<file path="src/rtl/uart_pkg.sv">
// Shared definitions for the UART receive controller: FSM state encoding,
// parity_type encodings, SIPO frame bit positions and small frame helpers.
package uart_pkg;

   // SIPO frame layout: [10]=start, [9:2]=d0..d7 (d0 first on line), [1]=parity, [0]=stop
   localparam int FRAME_W       = 11;
   localparam int FRM_START_POS = 10;
   localparam int FRM_D0_POS    = 9;
   localparam int FRM_D7_POS    = 2;
   localparam int FRM_PAR_POS   = 1;
   localparam int FRM_STOP_POS  = 0;

   // parity_type encodings; both 00 and 11 mean "no parity check"
   localparam logic [1:0] PAR_NONE     = 2'b00;
   localparam logic [1:0] PAR_ODD      = 2'b01;
   localparam logic [1:0] PAR_EVEN     = 2'b10;
   localparam logic [1:0] PAR_NONE_ALT = 2'b11;

   typedef enum logic [1:0] {
      ST_IDLE    = 2'd0,
      ST_CAPTURE = 2'd1,
      ST_CHECK   = 2'd2,
      ST_PUSH    = 2'd3
   } rx_state_e;

   // Data bits sit in line order from FRM_D0_POS downwards, so the byte is bit-reversed
   function automatic logic [7:0] frame_data(input logic [FRAME_W-1:0] f);
      logic [7:0] d;
      for (int i = 0; i < 8; i++) begin
         d[i] = f[FRM_D0_POS - i];
      end
      return d;
   endfunction

   // High when the received parity bit disagrees with the selected parity mode
   function automatic logic parity_bad(input logic [7:0] d, input logic p, input logic [1:0] pt);
      logic r;
      r = 1'b0;
      case (pt)
         PAR_ODD:  r = ~(^{d, p});
         PAR_EVEN: r = ^{d, p};
         default:  r = 1'b0;
      endcase
      return r;
   endfunction

endpackage

</file>
<file path="src/rtl/uart_rx_fifo.sv">
// Receive FIFO for uart_rx_ctrl (used only when UART_RX_CTRL_FIFO_EN is defined).
// DEPTH entries, registered head output, push accepted when full if a pop
// happens in the same cycle (pop is served first).
module uart_rx_fifo #(
   parameter int DEPTH = 4,
   parameter int WIDTH = 8
) (
   input  logic             clk,
   input  logic             rst_n,
   input  logic             push,
   input  logic [WIDTH-1:0] din,
   input  logic             pop,
   output logic [WIDTH-1:0] dout,
   output logic             empty,
   output logic             full
);

   localparam int AW = $clog2(DEPTH);
   localparam int CW = $clog2(DEPTH) + 1;
   localparam logic [AW-1:0] PTR_ONE  = AW'(1);
   localparam logic [CW-1:0] CNT_ONE  = CW'(1);
   localparam logic [CW-1:0] FULL_CNT = CW'(DEPTH);

   logic [WIDTH-1:0] mem [DEPTH];
   logic [AW-1:0]    rd_ptr_q, rd_ptr_d;
   logic [AW-1:0]    wr_ptr_q, wr_ptr_d;
   logic [CW-1:0]    count_q, count_d;
   logic [WIDTH-1:0] dout_q, dout_d;
   logic             pop_ok, push_ok;

   // Pointer/count update; the head register tracks whatever sits at the next read pointer
   always_comb begin
      pop_ok   = pop & (count_q != '0);
      push_ok  = push & ((count_q != FULL_CNT) | pop_ok);
      rd_ptr_d = pop_ok  ? rd_ptr_q + PTR_ONE : rd_ptr_q;
      wr_ptr_d = push_ok ? wr_ptr_q + PTR_ONE : wr_ptr_q;
      count_d  = count_q;
      case ({push_ok, pop_ok})
         2'b10:   count_d = count_q + CNT_ONE;
         2'b01:   count_d = count_q - CNT_ONE;
         default: count_d = count_q;
      endcase
      dout_d = dout_q;
      if (count_d != '0) begin
         // A push landing on the new head slot means the FIFO was empty there: bypass din
         if (push_ok && (wr_ptr_q == rd_ptr_d)) begin
            dout_d = din;
         end else begin
            dout_d = mem[rd_ptr_d];
         end
      end
   end

   // Storage array, no reset so it maps onto distributed/block RAM
   always_ff @(posedge clk) begin
      if (push_ok) begin
         mem[wr_ptr_q] <= din;
      end
   end

   // Control registers
   always_ff @(posedge clk or negedge rst_n) begin
      if (!rst_n) begin
         rd_ptr_q <= '0;
         wr_ptr_q <= '0;
         count_q  <= '0;
         dout_q   <= '0;
      end else begin
         rd_ptr_q <= rd_ptr_d;
         wr_ptr_q <= wr_ptr_d;
         count_q  <= count_d;
         dout_q   <= dout_d;
      end
   end

   assign dout  = dout_q;
   assign empty = (count_q == '0);
   assign full  = (count_q == FULL_CNT);

endmodule

</file>
<file path="src/rtl/uart_rx_ctrl.sv">
// UART receive controller: takes SIPO frames, checks start/stop/parity,
// and queues good bytes for the host with sticky error reporting.
// Build option: define UART_RX_CTRL_FIFO_EN for a DEPTH-entry receive FIFO;
// otherwise a single holding register is used and DEPTH is ignored.
module uart_rx_ctrl
   import uart_pkg::*;
#(
   parameter int DEPTH = 4
) (
   input  logic               baud_clk,
   input  logic               reset_n,
   input  logic               frame_done,
   input  logic [FRAME_W-1:0] frame,
   input  logic [1:0]         parity_type,
   input  logic               rx_ready,
   input  logic               err_clr,
   output logic [7:0]         rx_data,
   output logic               rx_valid,
   output logic               parity_err,
   output logic               frame_err,
   output logic               overrun,
   output logic               busy
);

   rx_state_e          state_q, state_d;
   logic               fd_prev_q, fd_prev_d;
   logic [FRAME_W-1:0] frame_q, frame_d;
   logic [1:0]         ptype_q, ptype_d;
   logic [7:0]         data_q, data_d;
   logic               perr_q, perr_d;
   logic               ferr_q, ferr_d;
   logic               parity_err_q, parity_err_d;
   logic               frame_err_q, frame_err_d;
   logic               overrun_q, overrun_d;

   logic               fd_rise;
   logic [7:0]         cap_data;
   logic               push_req;
   logic               pop;
   logic               store_full;
   logic               push_drop;

   assign fd_rise  = frame_done & ~fd_prev_q;
   assign cap_data = frame_data(frame_q);
   assign push_req = (state_q == ST_PUSH) & ~perr_q & ~ferr_q;
   assign pop      = rx_ready & rx_valid;

   // Frame sequencing: IDLE -> CAPTURE -> CHECK -> PUSH -> IDLE
   always_comb begin
      state_d   = state_q;
      fd_prev_d = frame_done;
      frame_d   = frame_q;
      ptype_d   = ptype_q;
      data_d    = data_q;
      perr_d    = perr_q;
      ferr_d    = ferr_q;
      case (state_q)
         ST_IDLE: begin
            if (fd_rise) begin
               state_d = ST_CAPTURE;
            end
         end
         ST_CAPTURE: begin
            frame_d = frame;
            ptype_d = parity_type;
            state_d = ST_CHECK;
         end
         ST_CHECK: begin
            data_d  = cap_data;
            ferr_d  = (frame_q[FRM_START_POS] != 1'b0) | (frame_q[FRM_STOP_POS] != 1'b1);
            perr_d  = parity_bad(cap_data, frame_q[FRM_PAR_POS], ptype_q);
            state_d = ST_PUSH;
         end
         ST_PUSH: begin
            state_d = ST_IDLE;
         end
         default: begin
            state_d = ST_IDLE;
         end
      endcase
   end

   // Sticky flags: a set in the same cycle as err_clr takes priority
   always_comb begin
      parity_err_d = parity_err_q;
      frame_err_d  = frame_err_q;
      overrun_d    = overrun_q;
      if (err_clr) begin
         parity_err_d = 1'b0;
         frame_err_d  = 1'b0;
         overrun_d    = 1'b0;
      end
      if ((state_q == ST_PUSH) && perr_q) begin
         parity_err_d = 1'b1;
      end
      if ((state_q == ST_PUSH) && ferr_q) begin
         frame_err_d = 1'b1;
      end
      if (push_drop || (fd_rise && (state_q != ST_IDLE))) begin
         overrun_d = 1'b1;
      end
   end

   // FSM, captured frame and error flag registers
   always_ff @(posedge baud_clk or negedge reset_n) begin
      if (!reset_n) begin
         state_q      <= ST_IDLE;
         fd_prev_q    <= 1'b0;
         frame_q      <= '0;
         ptype_q      <= PAR_NONE;
         data_q       <= '0;
         perr_q       <= 1'b0;
         ferr_q       <= 1'b0;
         parity_err_q <= 1'b0;
         frame_err_q  <= 1'b0;
         overrun_q    <= 1'b0;
      end else begin
         state_q      <= state_d;
         fd_prev_q    <= fd_prev_d;
         frame_q      <= frame_d;
         ptype_q      <= ptype_d;
         data_q       <= data_d;
         perr_q       <= perr_d;
         ferr_q       <= ferr_d;
         parity_err_q <= parity_err_d;
         frame_err_q  <= frame_err_d;
         overrun_q    <= overrun_d;
      end
   end

`ifdef UART_RX_CTRL_FIFO_EN
   logic fifo_empty;

   uart_rx_fifo #(
      .DEPTH (DEPTH),
      .WIDTH (8)
   ) u_fifo (
      .clk   (baud_clk),
      .rst_n (reset_n),
      .push  (push_req),
      .din   (data_q),
      .pop   (pop),
      .dout  (rx_data),
      .empty (fifo_empty),
      .full  (store_full)
   );

   assign rx_valid = ~fifo_empty;
`else
   logic       hold_valid_q, hold_valid_d;
   logic [7:0] hold_data_q, hold_data_d;
   logic       depth_unused;

   assign depth_unused = (DEPTH > 0);

   // Single holding register: a pop in the same cycle frees it for the incoming byte
   always_comb begin
      hold_valid_d = hold_valid_q;
      hold_data_d  = hold_data_q;
      if (pop) begin
         hold_valid_d = 1'b0;
      end
      if (push_req && (!hold_valid_q || pop)) begin
         hold_valid_d = 1'b1;
         hold_data_d  = data_q;
      end
   end

   // Holding register state
   always_ff @(posedge baud_clk or negedge reset_n) begin
      if (!reset_n) begin
         hold_valid_q <= 1'b0;
         hold_data_q  <= '0;
      end else begin
         hold_valid_q <= hold_valid_d;
         hold_data_q  <= hold_data_d;
      end
   end

   assign rx_valid   = hold_valid_q;
   assign rx_data    = hold_data_q;
   assign store_full = hold_valid_q;
`endif

   assign push_drop  = push_req & store_full & ~pop;
   assign parity_err = parity_err_q;
   assign frame_err  = frame_err_q;
   assign overrun    = overrun_q;
   assign busy       = (state_q != ST_IDLE) | rx_valid;

endmodule
</file>
<file path="config.mk">
export PLATFORM = sky130hd
export DESIGN_NAME = uart_rx_ctrl
export DESIGN_NICKNAME = d
export VERILOG_FILES = /design/src/rtl/uart_pkg.sv /design/src/rtl/uart_rx_fifo.sv /design/src/rtl/uart_rx_ctrl.sv
export SDC_FILE = /design/constraint.sdc
export NUM_CORES = 1
export LEC_CHECK = 0
export ABC_AREA = 1
export CORE_UTILIZATION = 43
export CTS_CLUSTER_DIAMETER = 80
export DETAILED_ROUTE_END_ITERATION = 10
export GPL_TIMING_DRIVEN = 0
export PLACE_DENSITY = 0.68
export SLEW_MARGIN = 20
export SYNTH_ARGS = -nofsm -noshare
export SYNTH_HDL_FRONTEND = slang
export SYNTH_SLANG_ARGS = --single-unit
</file>
<file path="constraint.sdc">
create_clock -name baud_clk -period 1.7 [get_ports baud_clk]
set_clock_uncertainty 0.15 [all_clocks]
set_input_delay 0.425 -clock baud_clk [delete_from_list [all_inputs] [get_ports baud_clk]]
set_output_delay 0.425 -clock baud_clk [all_outputs]
set_load 0.01 [all_outputs]
</file>
# ---- After elaboration in Yosys (flattened, before gate mapping)
# Index checks and enable logic that the tools add are counted.
dict set report classes {
  n_reduce_logical 14
  n_eq_ne 6
  mux 9
  bitwise_logic 14
}
# cell count
set ops {}
lappend ops {{2-bit nonzero test} 5}
lappend ops {{9-bit XOR reduction} 1}
lappend ops {{2-bit case mux with 4 select lines} 1}
lappend ops {{1-bit bitwise AND} 6}
lappend ops {{2-bit equality test (second input constant)} 3}
lappend ops {{1-bit two-way mux} 6}
lappend ops {{1-bit inverter} 6}
lappend ops {{2-bit by 1-bit equality test with 1-bit output (second input constant)} 2}
lappend ops {{1-bit logical AND} 4}
lappend ops {{2-bit logical NOT} 1}
lappend ops {{1-bit logical OR} 2}
lappend ops {{2-bit two-way mux} 1}
lappend ops {{2-bit inequality test (second input constant)} 1}
lappend ops {{1-bit bitwise OR} 2}
lappend ops {{1-bit case mux with 2 select lines} 1}
lappend ops {{1-bit logical NOT} 1}
dict set report word_totals {
  output_inout_bits 13
  register_bits 38
  input_bits 18
  wordCells 55
}

# ---- Depth between registers and ports, before layout
# Gate-level depths: netlist of run 1.
dict set report logic_depth {
  ltp_word 7
  mapped_depth 11
}

# ---- Worst setup path after synthesis of run 1
# No wires, ideal clock.
dict set report synth_path {
  path_kind {register -> register}
  startpoint {reg state_q[0]}
  endpoint {reg hold_data_q[7], in the netlist rx_data[7]}
  setup_ns 0.121
  setup_slack_ns 0.344
  required_time_ns 1.429
  stages_incl_launch_ff 8
  path_buffers 1
  period_less_slack_ns 1.356
  arrival_time_ns 1.085
  cell_sequence {dfrtp_1 -> ha_1 -> inv_1 -> nor3_2 -> nand2_2 -> buf_2 -> nand2_1 -> o21ai_1}
}
dict set report synth_between {
  elab_chain_cells 4
}
# element line
set synth_rtl {}
lappend synth_rtl {{start: declaration} uart_rx_ctrl.sv:25} ;# rx_state_e state_q, state_d;
lappend synth_rtl {{start signal: assignment} uart_rx_ctrl.sv:118} ;# state_q <= state_d;
lappend synth_rtl {{2-bit equality test} uart_rx_ctrl.sv:45} ;# assign push_req = (state_q == ST_PUSH) & ~perr_q & ~ferr_q;
lappend synth_rtl {{1-bit bitwise AND (2 in series)} uart_rx_ctrl.sv:45}
lappend synth_rtl {{1-bit logical AND} uart_rx_ctrl.sv:163} ;# if (push_req && (!hold_valid_q || pop)) begin
lappend synth_rtl {{end signal: assignment} uart_rx_ctrl.sv:176} ;# hold_data_q <= hold_data_d;
lappend synth_rtl {{end: declaration} uart_rx_ctrl.sv:151} ;# logic [7:0] hold_data_q, hold_data_d;
# No other way between the ends.
# A chain may end at the register's enable or synchronous reset.

# ---- Worst setup path after layout of run 1
dict set report layout_path {
  startpoint {reg state_q[1]}
  endpoint {out busy}
}
dict set report layout_between {
  elab_chain_cells 2
}
# element line
set layout_rtl {}
lappend layout_rtl {{2-bit nonzero test} uart_rx_ctrl.sv:189} ;# assign busy = (state_q != ST_IDLE) | rx_valid;
lappend layout_rtl {{1-bit bitwise OR} uart_rx_ctrl.sv:189}
lappend layout_rtl {{end: declaration} uart_rx_ctrl.sv:22} ;# output logic busy
# No other way between the ends.

==> results of run 1 <==
-- timing repair --
| action | in CTS | in global routing |
|---|---|---|
| buffers inserted | 4 | 1 |
| pin swaps | 0 | 3 |
| resized for setup | 19 | 6 |
| hold buffers | 1 | 0 |
| endpoints found under the setup margin | 13 | 7 |
| hold endpoints to repair | 12 | 0 |
-- critical path: stages (launching register included) --
cell	delay, ns
dfrtp_1	0.40
inv_2	0.09
ha_4	0.14
nand2_2	0.04
buf_6	0.11
-- synth_stat cells --
cell type  number  area share
inv_2           2      0.0046
clkinv_1        1      0.0023
dfrtp_1        38        0.58
o22ai_1         2      0.0076
a31oi_1         1      0.0038
nor3_1          1      0.0030
xor2_1          1      0.0053
nand2_2         1      0.0038
nand3_1         6       0.018
mux2_1          3       0.021
nand2_1        52        0.12
inv_1          30       0.068
o21ai_1        12       0.036
clkbuf_1        3      0.0068
nor3_2          1      0.0061
ha_1            4       0.030
buf_2           1      0.0030
nor2_1          4      0.0091
or2_1           1      0.0038
buf_6           1      0.0068
o21ai_0        21       0.064
-- sequential cells by signal, indices dropped and copies added, names as in the netlist, 2 cells and up --
signal   cells
state_q      2
ptype_q      2
rx_data      8
data_q       8
frame_q     11
-- kinds of logic after synthesis --
| kind of cell | synth area share |
|---|---|
| flops | 0.578 |
| mux | 0.0205 |
| buf+inv | 0.0919 |
| xor+xnor | 0.00532 |
| compound gates | 0.112 |
| fa+ha+maj | 0.0304 |
| simple gates | 0.163 |
-- path summary, 6_finish.rpt --
| kind | startpoint | end | slack [ns] | cells past startpoint |
|---|---|---|---|---|
| setup / recovery | state_q[1]$_DFFE_PN0P_ | busy | 0.06 | 4 |
| hold / removal | frame_q[10]$_DFFE_PN0N_ | frame_q[10]$_DFFE_PN0N_ | 0.33 | 1 |
| setup reg to reg | state_q[0]$_DFFE_PN0P_ | rx_data[7]$_DFFE_PN0P_ | 0.18 | 8 |
| hold reg to reg | frame_q[10]$_DFFE_PN0N_ | frame_q[10]$_DFFE_PN0N_ | 0.33 | 1 |
| max in group asynchronous | reset_n | state_q[1]$_DFFE_PN0P_ | 0.57 | 3 |
| min in group asynchronous | reset_n | frame_q[4]$_DFFE_PN0N_ | 0.41 | 2 |
-- layout make-up --
| cell class | count | area, um2 |
|---|---|---|
| plain buffers | 5 | 31.3 |
| flip-flops and latches | 38 | 951 |
| repair buffers | 37 | 349 |
| inverters | 33 | 124 |
| well taps | 48 | 60.1 |
| fillers | 338 | 1490 |
| multi-input cells | 110 | 559 |
| clock inverters | 2 | 12.5 |
| clock buffers | 6 | 82.6 |
-- routing by layer --
| layer | GRT usage | wire length [um] |
|---|---|---|
| met4 | 0.0767 | 59 |
| met2 | 0.267 | 1320 |
| met5 | 0 | 0 |
| met3 | 0.0446 | 112 |
| met1 | 0.206 | 1360 |
-- per-stage QoR --
step | TNS [ns] | total power [mW] | hold WS [ns]
after floorplan | 0 | 2.69 | -0.0206
after CTS | 0 | 3.94 | 0.338
after detailed placement | -0.726 | 3.33 | 0.183
after global routing | -0.0196 | 4.35 | 0.344
final | 0 | 3.95 | 0.332
after global placement | -29.13 | 3.24 | 0.319
-- power by group through the flow --
stage               logic [mW]  registers, mW  clock network, mW
floorplan                 1.07           1.62                  0
global placement          1.66           1.58                  0
detailed placement        1.72           1.61                  0
CTS                       1.71           1.58              0.652
global route              2.01           1.63              0.706
finish                    1.75           1.57              0.631
==> flow_summary.json, run 1 <==
{
  "status": "complete, no violations",
  "syn_nets": 208,
  "gr-total-overflow": 0,
  "syn_inst": 186,
  "grt.total_usage": 0.166,
  "ant_nets": 0,
  "vdd_drop_max_mv": 0.887,
  "dieHeight_um": 63.9,
  "mostFrequentLayoutCell": "nand2_1",
  "dp.final_hpwl_um": 2160,
  "yosysWarnings": 0,
  "yosys.cell_types.count": 21,
  "clock_path_buffers": 2,
  "seq_area_frac_synth": 0.578,
  "rows": 22,
  "p_leak_nw": 1.10,
  "worstSetupEndpointType": "output pin",
  "place_congestion": 0.756,
  "clkPwrFrac": 0.160,
  "pre_cts_slack_ns": -0.171,
  "clock-root-buffer": "clkbuf_8",
  "grt_pass1_wl_um": 5090,
  "grt_pass1_vias": 1161,
  "worst_pin_slew_ns": 0.324,
  "drv_slew": 0,
  "critical_path_arrival_ns": 1.07,
  "final_util": 0.593,
  "rsz0062_at_grt": "true",
  "setup_viol": 0,
  "core_area_um2": 3660,
  "tritoncts": "built",
  "num_vias": 1242,
  "swShare": 0.385,
  "area_growth_pct": 31.8,
  "numCtsBuffers": 5,
  "diodes": 0,
  "viasPerCell": 4.45,
  "maxCapViolations": 0,
  "final_cell_mix": "nand2_1 (51), dfrtp_1 (38), inv_1 (28), o21ai_0 (21), clkdlybuf4s50_1 (16)",
  "routedWlPerCell_um": 10.2,
  "crit_path_max_fanout": 3,
  "instances_no_fill": 279,
  "hold_path_class": "flop to flop",
  "clock.fmax_mhz": 609,
  "internal_power_mw": 2.43,
  "grt_max_degree": 27,
  "start_util": 0.450,
  "final_nets": 252,
  "power.switching_mw": 1.52,
  "syn_area_um2": 1650,
  "final-hold-violation-count": 0,
  "avgSynthCellArea_um2": 8.85,
  "drt_iter0_markers": 32,
  "dpl_cell_area_um2": 2020,
  "stdcell_area_um2": 2170,
  "drc": 0,
  "ys_seq_elements": 38,
  "h-tree-depth": 2,
  "worstPathRequired_ns": 1.12,
  "clkTransAtPathRegs_ns": 0.07,
  "combinationalPowerShare": 0.442,
  "period_minus_slack_ns": 1.64,
  "worstSetupPathType": "flop to output pin",
  "die_area_um2": 4080,
  "p_seq_frac": 0.398,
  "clk_latency_ns": 0.29,
  "worst_slack_ns": 0.0579,
  "die_x_um": 63.9,
  "placed_cells": 265,
  "dr.pass1.iters": 4,
  "fin_crit_sh": 0.966,
  "relSlewSlack": 0.784,
  "drt-total-wl_um": 2850,
  "start_kind": "flop",
  "cts.sinks": 38,
  "io_buffers": 30,
  "layout-drive-gt1-share": 0.117,
  "num_io_pins": 31,
  "grt_antenna_before_repair": 0,
  "cellPowerDensity_nw_per_um2": 1820
}
(Power assumes the default switching activity.)
==> run 2: changes to the inputs <==
--- a/config.mk
+++ b/config.mk
@@ -6,6 +6,7 @@
 export NUM_CORES = 1
 export LEC_CHECK = 0
 export ABC_AREA = 1
+export CAP_MARGIN = 20
 export CORE_UTILIZATION = 43
 export CTS_CLUSTER_DIAMETER = 80
 export DETAILED_ROUTE_END_ITERATION = 10
==> results of run 2 <==
No change in the layout: final DEF, timing and power equal those of run 1.
==> run 3: changes to the inputs <==
--- a/config.mk
+++ b/config.mk
@@ -7,9 +7,11 @@
 export LEC_CHECK = 0
 export ABC_AREA = 1
 export CAP_MARGIN = 20
+export CORE_ASPECT_RATIO = 0.8
 export CORE_UTILIZATION = 43
 export CTS_CLUSTER_DIAMETER = 80
 export DETAILED_ROUTE_END_ITERATION = 10
+export GPL_ROUTABILITY_DRIVEN = 0
 export GPL_TIMING_DRIVEN = 0
 export PLACE_DENSITY = 0.68
 export SLEW_MARGIN = 20
==> flow_summary.json, run 3 (same netlist as run 1, synthesis figures left out) <==
{
  "status": "complete, but fails checks",
  "violations": "design-rule violations",
  "final-hold-violation-count": 0,
  "grt_antenna_before_repair": 0,
  "mostFrequentLayoutCell": "nand2_1",
  "layout-drive-gt1-share": 0.110,
  "clkPwrFrac": 0.187,
  "fin_crit_sh": 0.991,
  "swShare": 0.374,
  "grt.total_usage": 0.169,
  "largest_register_ffs": 11,
  "die_x_um": 71.2,
  "worstSetupEndpointType": "output pin",
  "worstSetupPathType": "flop to output pin",
  "power.switching_mw": 1.53,
  "setup_viol": 0,
  "vdd_drop_max_mv": 0.937,
  "core_area_um2": 3540,
  "dpl_cell_area_um2": 2020,
  "fillerInstances": 298,
  "dp.final_hpwl_um": 2270,
  "final_nets": 250,
  "p_seq_frac": 0.384,
  "cellPowerDensity_nw_per_um2": 1890,
  "clock.fmax_mhz": 594,
  "start_kind": "flop",
  "regMostFlops": "frame_q",
  "viasPerCell": 4.74,
  "drv_slew": 0,
  "die_area_um2": 4080,
  "grt_pass1_vias": 1151,
  "clock-root-buffer": "clkbuf_8",
  "crit_path_max_fanout": 4,
  "numCtsBuffers": 5,
  "grt_max_degree": 21,
  "critical_path_arrival_ns": 1.11,
  "io_buffers": 30,
  "stdcell_area_um2": 2170,
  "hold_path_class": "flop to flop",
  "dr.pass1.iters": 7,
  "worstPathRequired_ns": 1.12,
  "start_util": 0.465,
  "num_io_pins": 31,
  "period_minus_slack_ns": 1.68,
  "dieHeight_um": 57.4,
  "h-tree-depth": 2,
  "ant_nets": 0,
  "slowest_stage": "dfrtp_1",
  "internal_power_mw": 2.57,
  "crit_chain": "inv_2, ha_4, nand2_1, buf_2",
  "routedWlPerCell_um": 11.3,
  "drt_iter0_markers": 62,
  "gr-total-overflow": 0,
  "clkTransAtPathRegs_ns": 0.07,
  "clk_latency_ns": 0.29,
  "final_cell_mix": "nand2_1 (52), dfrtp_1 (38), inv_1 (28), o21ai_0 (20), clkdlybuf4s50_1 (16)",
  "grt_pass1_wl_um": 5130,
  "rsz0062_at_grt": "true",
  "combinationalPowerShare": 0.429,
  "worst_pin_slew_ns": 0.474,
  "final_util": 0.612,
  "drt-total-wl_um": 3050,
  "drc": 4,
  "maxCapViolations": 0,
  "diodes": 0,
  "p_leak_nw": 1.11,
  "num_vias": 1279,
  "rows": 19,
  "tritoncts": "built",
  "relSlewSlack": 0.684,
  "crit_path_max_incr_delay_ns": 0.41,
  "clock_path_buffers": 2,
  "cts.sinks": 38,
  "area_growth_pct": 31.7
}
==> run 3: critical path, delay by kind of cell, from the launching register on <==
kind	cells	cell delay, ns
flops	1	0.41
buf+inv	2	0.22
fa+ha+maj	1	0.14
simple gates	1	0.05
==> run 3: per-stage QoR <==
stage	hold slack (ns)	setup TNS (ns)	cells	setup WS, ns	power (mW)
floorplan	-0.0206	0	186	0.344	2.69
CTS	0.345	0	271	0.0335	4.12
finish	0.338	0	270	0.0152	4.10
detailed placement	0.261	-0.607	259	-0.182	3.34
global route	0.355	-0.0238	270	-0.0238	4.47
global placement	0.318	-28.87	258	-0.754	3.25
==> run 3: path summary, 6_finish.rpt <==
kind,depth (start not counted),slack [ns],startpoint,endpoint
worst max-delay path,4,0.02,state_q[1]$_DFFE_PN0P_,busy
worst min-delay path,2,0.34,rx_data[2]$_DFFE_PN0P_,rx_data[2]$_DFFE_PN0P_
worst max register to register,7,0.17,state_q[1]$_DFFE_PN0P_,rx_data[6]$_DFFE_PN0P_
worst min register to register,2,0.34,rx_data[2]$_DFFE_PN0P_,rx_data[2]$_DFFE_PN0P_
max in group asynchronous,3,0.46,reset_n,frame_q[5]$_DFFE_PN0N_
min in group asynchronous,2,0.48,reset_n,rx_data[1]$_DFFE_PN0P_
==> run 3: layout make-up <==
cell class / instances / area [um2] / share of cell area
sequential: 38 / 951 / 0.439
multi-input combinational: 110 / 557 / 0.257
timing repair buffer: 37 / 350 / 0.162
inverter: 33 / 124 / 0.0571
clock buffer: 6 / 82.6 / 0.0381
tap: 42 / 52.6 / 0.0242
clock inverter: 1 / 30.0 / 0.0138
buffer: 3 / 21.3 / 0.00981
==> run 3: timing repair <==
| item | 4_1_cts | 5_1_grt |
|---|---|---|
| hold buffers | 1 | 0 |
| setup buffers | 4 | 1 |
| resized for setup | 20 | 5 |
| endpoints found under the hold margin | 18 | 0 |
| pin swaps | 1 | 3 |
| endpoints found under the setup margin | 13 | 16 |
==> run 3: layer usage <==
layer  share of wire  global-route usage
met5               0                   0
met4           0.019              0.0857
met3           0.042              0.0442
met2            0.42               0.252
met1            0.52               0.231
==> run 3: power by group through the flow <==
stage | Clock (mW) | Sequential (mW) | Combinational [mW]
after floorplan | 0 | 1.62 | 1.07
final | 0.767 | 1.57 | 1.76
after CTS | 0.789 | 1.57 | 1.76
after global placement | 0 | 1.58 | 1.67
after global routing | 0.842 | 1.62 | 2.00
after detailed placement | 0 | 1.60 | 1.74
